$ cat config.mk
export PLATFORM = sky130hd
export DESIGN_NAME = bin2seg_scan
export DESIGN_NICKNAME = d
export VERILOG_FILES = /design/src/rtl/bin2seg_scan.sv
export SDC_FILE = /design/constraint.sdc
export NUM_CORES = 1
export LEC_CHECK = 0
export ABC_AREA = 1
export CAP_MARGIN = 20
export CORE_MARGIN = 2
export CORE_UTILIZATION = 63
export DETAILED_ROUTE_END_ITERATION = 8
export DONT_BUFFER_PORTS = 1
export PLACE_DENSITY = 0.78
export RECOVER_POWER = 50
export SLEW_MARGIN = 20
export SYNTH_ARGS = -nofsm -noshare
export SYNTH_HDL_FRONTEND = slang
export SYNTH_SLANG_ARGS = --single-unit
$ cat constraint.sdc
create_clock -name clk -period 1.54 [get_ports clk]
set_input_delay 0.077 -clock clk [delete_from_list [all_inputs] [get_ports clk]]
set_output_delay 0.077 -clock clk [all_outputs]
set_load 0.01 [all_outputs]
$ cat src/rtl/bin2seg_scan.sv
// bin2seg_scan: binary-to-BCD converter (sequential double-dabble) feeding a
// time-multiplexed digit scanner for one shared 7-segment decoder.
//
// Ports
//   clk      system clock, rising edge
//   rst      synchronous reset, active-low
//   data_in  binary value to display (DATA_W bits)
//   load     1-cycle strobe, captures data_in when not busy
//   busy     conversion in progress, load ignored while high
//   ovf      last accepted value exceeded 10^N_DIGITS-1
//   num      digit code to decoder: 0-F, or 5'h10 = blank
//   an       digit enables, active-low one-hot
module bin2seg_scan #(
    parameter int unsigned N_DIGITS    = 4,
    parameter int unsigned DATA_W      = 14,
    parameter int unsigned REFRESH_DIV = 50000,
    parameter int unsigned BLANK_LZ    = 1
) (
    input  logic                clk,
    input  logic                rst,
    input  logic [DATA_W-1:0]   data_in,
    input  logic                load,
    output logic                busy,
    output logic                ovf,
    output logic [4:0]          num,
    output logic [N_DIGITS-1:0] an
);

    localparam int unsigned BCD_W = 4 * N_DIGITS;
    localparam int unsigned SC_W  = $clog2(DATA_W + 1);
    localparam int unsigned RC_W  = $clog2(REFRESH_DIV);
    localparam int unsigned IDX_W = (N_DIGITS > 1) ? $clog2(N_DIGITS) : 1;
    localparam int unsigned CMP_W = (DATA_W > BCD_W) ? DATA_W : BCD_W;

    // 10^N_DIGITS - 1; always fits in BCD_W bits since 10^N < 16^N
    function automatic logic [CMP_W-1:0] max_value();
        logic [CMP_W-1:0] p;
        p = CMP_W'(1);
        for (int i = 0; i < int'(N_DIGITS); i++) begin
            p = p * CMP_W'(10);
        end
        return p - CMP_W'(1);
    endfunction

    localparam logic [CMP_W-1:0] MAX_VAL = max_value();

    typedef enum logic [1:0] {
        IDLE   = 2'd0,
        SHIFT  = 2'd1,
        COMMIT = 2'd2
    } state_t;

    state_t            state_q;
    state_t            state_d;
    logic              accept;
    logic [DATA_W-1:0] value;
    logic [DATA_W-1:0] bin;
    logic [BCD_W-1:0]  bcd;
    logic [BCD_W-1:0]  bcd_adj;
    logic [SC_W-1:0]   shift_cnt;
    logic              over;
    logic [3:0]        disp [N_DIGITS];
    logic [RC_W-1:0]   rcnt;
    logic [IDX_W-1:0]  idx;
    logic [N_DIGITS-1:0] blank;
    logic              upper_zero;

    // Converter state register
    always_ff @(posedge clk) begin
        if (!rst) begin
            state_q <= IDLE;
        end else begin
            state_q <= state_d;
        end
    end

    // Converter next-state; busy gates acceptance so the visible busy flag is authoritative
    always_comb begin
        state_d = state_q;
        accept  = 1'b0;
        case (state_q)
            IDLE: begin
                if (load && !busy) begin
                    accept  = 1'b1;
                    state_d = SHIFT;
                end
            end
            SHIFT: begin
                if (shift_cnt == SC_W'(DATA_W - 1)) begin
                    state_d = COMMIT;
                end
            end
            COMMIT:  state_d = IDLE;
            default: state_d = IDLE;
        endcase
    end

    // Double-dabble correction: every nibble >= 5 gets +3 before the shift
    always_comb begin
        bcd_adj = bcd;
        for (int i = 0; i < int'(N_DIGITS); i++) begin
            if (bcd[4*i +: 4] >= 4'd5) begin
                bcd_adj[4*i +: 4] = bcd[4*i +: 4] + 4'd3;
            end
        end
    end

    assign over = CMP_W'(value) > MAX_VAL;

    // Converter datapath; busy stays high through the cycle after COMMIT
    always_ff @(posedge clk) begin
        if (!rst) begin
            value     <= '0;
            bin       <= '0;
            bcd       <= '0;
            shift_cnt <= '0;
            busy      <= 1'b0;
            ovf       <= 1'b0;
            for (int i = 0; i < int'(N_DIGITS); i++) begin
                disp[i] <= 4'd0;
            end
        end else begin
            busy <= (state_q != IDLE) || (state_d != IDLE);
            case (state_q)
                IDLE: begin
                    if (accept) begin
                        value     <= data_in;
                        bin       <= data_in;
                        bcd       <= '0;
                        shift_cnt <= '0;
                    end
                end
                SHIFT: begin
                    {bcd, bin} <= {bcd_adj, bin} << 1;
                    shift_cnt  <= shift_cnt + SC_W'(1);
                end
                COMMIT: begin
                    ovf <= over;
                    for (int i = 0; i < int'(N_DIGITS); i++) begin
                        disp[i] <= over ? 4'hE : bcd[4*i +: 4];
                    end
                end
                default: ;
            endcase
        end
    end

    // Leading-zero blanking: digit i>0 blank when it and all higher digits are 0
    always_comb begin
        upper_zero = 1'b1;
        blank      = '0;
        for (int i = int'(N_DIGITS) - 1; i >= 0; i--) begin
            upper_zero = upper_zero & (disp[i] == 4'd0);
            blank[i]   = (i != 0) & upper_zero & (BLANK_LZ != 0) & ~ovf;
        end
    end

    // Scanner: free-running refresh counter, digit index and registered outputs
    always_ff @(posedge clk) begin
        if (!rst) begin
            rcnt <= '0;
            idx  <= '0;
            an   <= '1;
            num  <= 5'h10;
        end else begin
            an  <= ~(N_DIGITS'(1) << idx);
            num <= blank[idx] ? 5'h10 : {1'b0, disp[idx]};
            if (rcnt == RC_W'(REFRESH_DIV - 1)) begin
                rcnt <= '0;
                idx  <= (idx == IDX_W'(N_DIGITS - 1)) ? '0 : idx + IDX_W'(1);
            end else begin
                rcnt <= rcnt + RC_W'(1);
            end
        end
    end

endmodule

# Word-level counts from Yosys, hierarchy flattened
# Memory sizes are Yosys's and may differ from the RTL's. A register that Yosys moved wholly into a read port is not among the register bits.
# Index checks and enable logic that the tools add are counted.
dict set report word_totals {
  reg_bits 79
  ram_bits 16
  inputBits 17
  output_inout_bits 11
  elab_cells 92
  mem_count 1
}
dict set report op_classes {
  n_addsub 7
  order_cmp 6
  eq_ne 6
  shift 1
  muxes 33
  bitwise 12
  n_reduce_logical 14
}
# memory depth word_bits read_ports rd_clocked_by_memory_dff write_ports line
set mem_list {}
lappend mem_list {disp 4 4 4 1 4 62} ;# logic [3:0] disp [N_DIGITS];
# cell n
set op_table {}
lappend op_table {{4-bit two-way mux} 12}
lappend op_table {{16-bit one-hot mux with 2 select lines} 1}
lappend op_table {{14-bit one-hot mux with 2 select lines} 1}
lappend op_table {{16-bit by 1-bit adder with 16-bit output, second input constant} 1}
lappend op_table {{16-bit equality test, second input constant} 1}
lappend op_table {{4-bit by 3-bit greater-or-equal comparator with 1-bit output, second input constant} 4}
lappend op_table {{16-bit two-way mux} 1}
lappend op_table {{14-bit > comparator, second input constant} 1}
lappend op_table {{14-bit two-way mux} 1}
lappend op_table {{4-bit by 2-bit adder with 4-bit output, second input constant} 3}
lappend op_table {{4-bit zero test} 3}
lappend op_table {{2-bit two-way mux} 5}
lappend op_table {{4-bit one-hot mux with 2 select lines} 1}
lappend op_table {{1-bit two-way mux} 7}
lappend op_table {{2-bit nonzero test} 3}
lappend op_table {{1-bit AND} 5}
lappend op_table {{5-bit two-way mux} 1}
lappend op_table {{4-bit by 1-bit adder with 4-bit output, second input constant} 1}
lappend op_table {{2-bit equality test, second input constant} 2}
lappend op_table {{4-bit equality test, second input constant} 1}
lappend op_table {{4-bit inverter} 1}
lappend op_table {{1-bit bitwise OR} 4}
lappend op_table {{2-bit one-hot mux with 2 select lines} 1}
lappend op_table {{2-bit AND reduction} 2}
lappend op_table {{other kinds (14)} 16}

# Logic depth before layout (Yosys ltp)
# An unclocked memory read counts as a cell.
dict set report logic_depth {
  word_depth 8
  depth_mapped 9
  mapped_depth_nobuf 9
}

# Least setup slack after synthesis
# Ideal clock, no wire load.
dict set report synth_timing {
  path_kind {register to register}
  startpoint {reg rcnt[0]}
  endpoint {reg rcnt[5]}
  setup_time_ns 0.115
  t_arrival_ns 1.176
  t_required_ns 1.425
  setup_slack_ns 0.249
  path_stages_with_launch 8
  n_path_buf 1
  period_less_slack_ns 1.291
  cell_sequence {dfxtp_1 ha_1 nand3_2 nor2_2 nand2_2 nand2_4 buf_6 nor2_1}
}
dict set report synth_between {
  elab_chain_len 2
  word_cells_on_any_way 3
  classes_between {1 x add/sub; 1 x eq/ne; 1 x reduce/logical}
}
# item line
set synth_lines {}
lappend synth_lines {{start: declaration} 63} ;# logic [RC_W-1:0] rcnt;
lappend synth_lines {{start signal: assignment} 172} ;# rcnt <= rcnt + RC_W'(1);
lappend synth_lines {{parallel branches: the longest is 2 deep, another holds 16-bit by 1-bit adder with 16-bit output} n/a}
# Several ways; the timed one is not identified.
# A chain may end at the register's enable or synchronous reset.

# Worst setup path after layout
dict set report layout_timing {
  startpoint {reg rcnt[0]}
  endpoint {reg rcnt[14]}
}
# The elaborated chain is that of the path after synthesis.

==> results.sh <==
export IMPL_cts_path_max_buffers=2
export IMPL_fin_skew_ps=13.5
export IMPL_period_minus_slack_ps=1410
export IMPL_p_leak_uw=0.00179
export IMPL_synth_mux_area_frac=0
export IMPL_clock_latency_ps=360
export IMPL_power_uw=4610
export IMPL_h_tree_depth=3
export IMPL_slew_limit_headroom=0.206
export IMPL_cts_sinks=93
export IMPL_grt_usage=0.240
export IMPL_synth_edff_count=16
export IMPL_synthSimpleGateAreaFrac=0.305
export IMPL_hold_path_class="input port to register"
export IMPL_routed_via_density=5.40
export IMPL_synth_compound_area_frac=0.0941
export IMPL_grt_pass1_wl_mm=14.4
export IMPL_core_area_um2=6680
export IMPL_synth_top_area_frac=0.360
export IMPL_r2r_slack_ps=130
export IMPL_status="complete, no violations"
export IMPL_die_h_um=86.4
export IMPL_synth_fp_nets=581
export IMPL_rows=30
export IMPL_r2r_start="rcnt[0]"
export IMPL_grt_pass1_vias=3232
export IMPL_numCtsBuffers=9
export IMPL_fin_setup_tns_ps=0
export IMPL_grt_antenna_before_repair=0
export IMPL_p_sw_frac=0.271
export IMPL_synth_cells=549
export IMPL_cts_tree="built"
export IMPL_cts_root_buf="clkbuf_8"
export IMPL_tightestPinTransition_ps=1190
export IMPL_nNetsFinal=594
export IMPL_comb_power_share=0.093
export IMPL_grt_max_degree=25
export IMPL_layout_cells_non_filler=647
export IMPL_drt_total_wl_mm=8.25
export IMPL_layout_commonest_cell="nor2_1"
export IMPL_synth_cell_types=36
export IMPL_start_util=0.641
export IMPL_reg2reg_depth=6
export IMPL_nFillCells=558
export IMPL_drv_cap=0
export IMPL_seq_area_frac_synth=0.472
export IMPL_critical_path_class="register to register"
export IMPL_layout_common_cells="nor2_1, nand2_1, dfxtp_1"
export IMPL_io_pins=28
export IMPL_start_kind="register"
export IMPL_hold_ws_ps=114
export IMPL_drive_above_1_share=0.0917
export IMPL_wl_per_cell_um=12.8
export IMPL_rsz0062_at_grt="false"
export IMPL_grt_overflow=0
export IMPL_port_buffers=0
export IMPL_synth_area_um2=4280
export IMPL_p_per_area_nw_per_um2=1000
export IMPL_firstDrtPassIters=4
export IMPL_clock_power_share=0.332
export IMPL_dpl_worst_slack_ps=112
export IMPL_switching_power_uw=1250
export IMPL_route_detailed_drc=0
export IMPL_crit_start="rcnt[0]"
export IMPL_vdd_ir_drop_max_mv=0.598
export IMPL_min_from="rst"
export IMPL_die_width_um=86.4
export IMPL_synth_warnings=0
export IMPL_syn_area_per_cell_um2=7.80
export IMPL_internal_power_uw=3360
export IMPL_synthToLayoutAreaGrowth_pct=7.69
export IMPL_hold_viol_final=0
export IMPL_final_period_utilization=0.914
export IMPL_antenna_cells=0
export IMPL_seq_power_share=0.575
export IMPL_synth_largest_area_cell="dfxtp_1"
export IMPL_die_area_um2=7470
export IMPL_synth_area_leaders="dfxtp_1, edfxtp_1, nor2_1"
export IMPL_placedCellCount=616
export IMPL_max_freq_mhz=710
export IMPL_synth_seq_cells=93
export IMPL_synth_xor_area_frac=0.0123
export IMPL_synth_top_family_by_area="simple AND/OR/NAND/NOR gates"
export IMPL_antenna_left=0
export IMPL_critPathCaptureType="register"
export IMPL_hpwl_mm=5.46
export IMPL_synthArstFlopShare=0
export IMPL_crit_arrival_ps=1650
export IMPL_cp_max_fo=16
export IMPL_setup_slack_ps=132
export IMPL_maxSlewViolCount=0
export IMPL_path_clk_slew_ps=90
export IMPL_first_iter_violations=217
export IMPL_synth_fa_ha_area_frac=0.0438
export IMPL_synth_main_ff_cell="dfxtp_1"
export IMPL_num_vias=3491
export IMPL_setup_viol_count_final=0
export IMPL_globalplace_congestion=0.830
export IMPL_min_path_cells=3
export IMPL_required_ps=1780
-- logic make-up (layout without fill, tap and decap cells) --
logic type / count (synthesis) / count (layout)
xor gates and xnor gates: 6 / 6
DFF: 93 / 93
and+or+nand+nor: 292 / 292
adders and majority gates: 15 / 15
AOI/OAI and AO/OA: 75 / 75
buffers and inverters: 68 / 86
-- final cells by class --
class	instances	area [µm²]	area share
timing repair buffer	18	164	0.0356
tap	80	100	0.0217
clock buffer	10	138	0.0299
sequential	93	2020	0.439
clock inverter	6	45.0	0.00977
multi-input combinational	388	1940	0.422
inverter	52	198	0.0429
-- path summary, 6_finish.rpt --
kind / endpoint
worst max-delay path: rcnt[14]
worst min register to register: bcd[9]
worst min-delay path: bcd[12]
worst max register to register: rcnt[14]
-- per-layer routing --
| layer | GRT usage | wire length (µm) |
|---|---|---|
| met1 | 0.325 | 3910 |
| met2 | 0.390 | 3880 |
| met3 | 0.0410 | 324 |
| met4 | 0.0795 | 143 |
| met5 | 0 | 0 |
-- cell usage after synthesis, types with 3 or more instances --
| cell | count |
|---|---|
| o21ai_0 | 40 |
| nand2_1 | 102 |
| ha_1 | 15 |
| nor2_1 | 113 |
| xor2_1 | 5 |
| nand4_1 | 12 |
| buf_4 | 4 |
| nand2_4 | 3 |
| nand3_1 | 38 |
| o21ai_2 | 4 |
| inv_1 | 47 |
| edfxtp_1 | 16 |
| dfxtp_1 | 77 |
| a21oi_1 | 25 |
| buf_2 | 4 |
| inv_2 | 4 |
| nor3_2 | 8 |
| nor2_2 | 4 |
| nor3_1 | 4 |
-- sequential cells by signal, summed over array words and instances, names as in the netlist, named ones only --
signal / count
bcd: 16
disp: 16
rcnt: 16
bin: 14
value: 10
num: 5
an: 4
shift_cnt: 4
idx: 2
state_q: 2
busy: 1
ovf: 1
-- critical path: stages, from the launching register on --
cell and delay, ps:
dfxtp_1 400, ha_1 230, nand3_2 130, nor2_2 180, nand2_2 100, nand2_4 170
a21oi_1 80
-- through the flow --
step                area, µm²   util
detailed placement       4300  0.643
global placement         4300  0.643
finish                   4610  0.690
global route             4610  0.690
CTS                      4630  0.693
floorplan                4280      -
-- power groups by stage --
stage               clock network, µW  logic, µW  registers, µW
detailed placement                  0        389           2710
global route                     1650        486           2670
finish                           1530        430           2650
floorplan                           0        356           2690
CTS                              1540        433           2650
global placement                    0        378           2700
-- repair_timing --
item | in CTS | in global routing
gates resized for setup | 0 | 2
setup buffers | 0 | 0
hold buffers | 15 | 0
endpoints found under the setup margin | 0 | 37
endpoints found under the hold margin | 56 | 0
(Power assumes the default switching activity.)
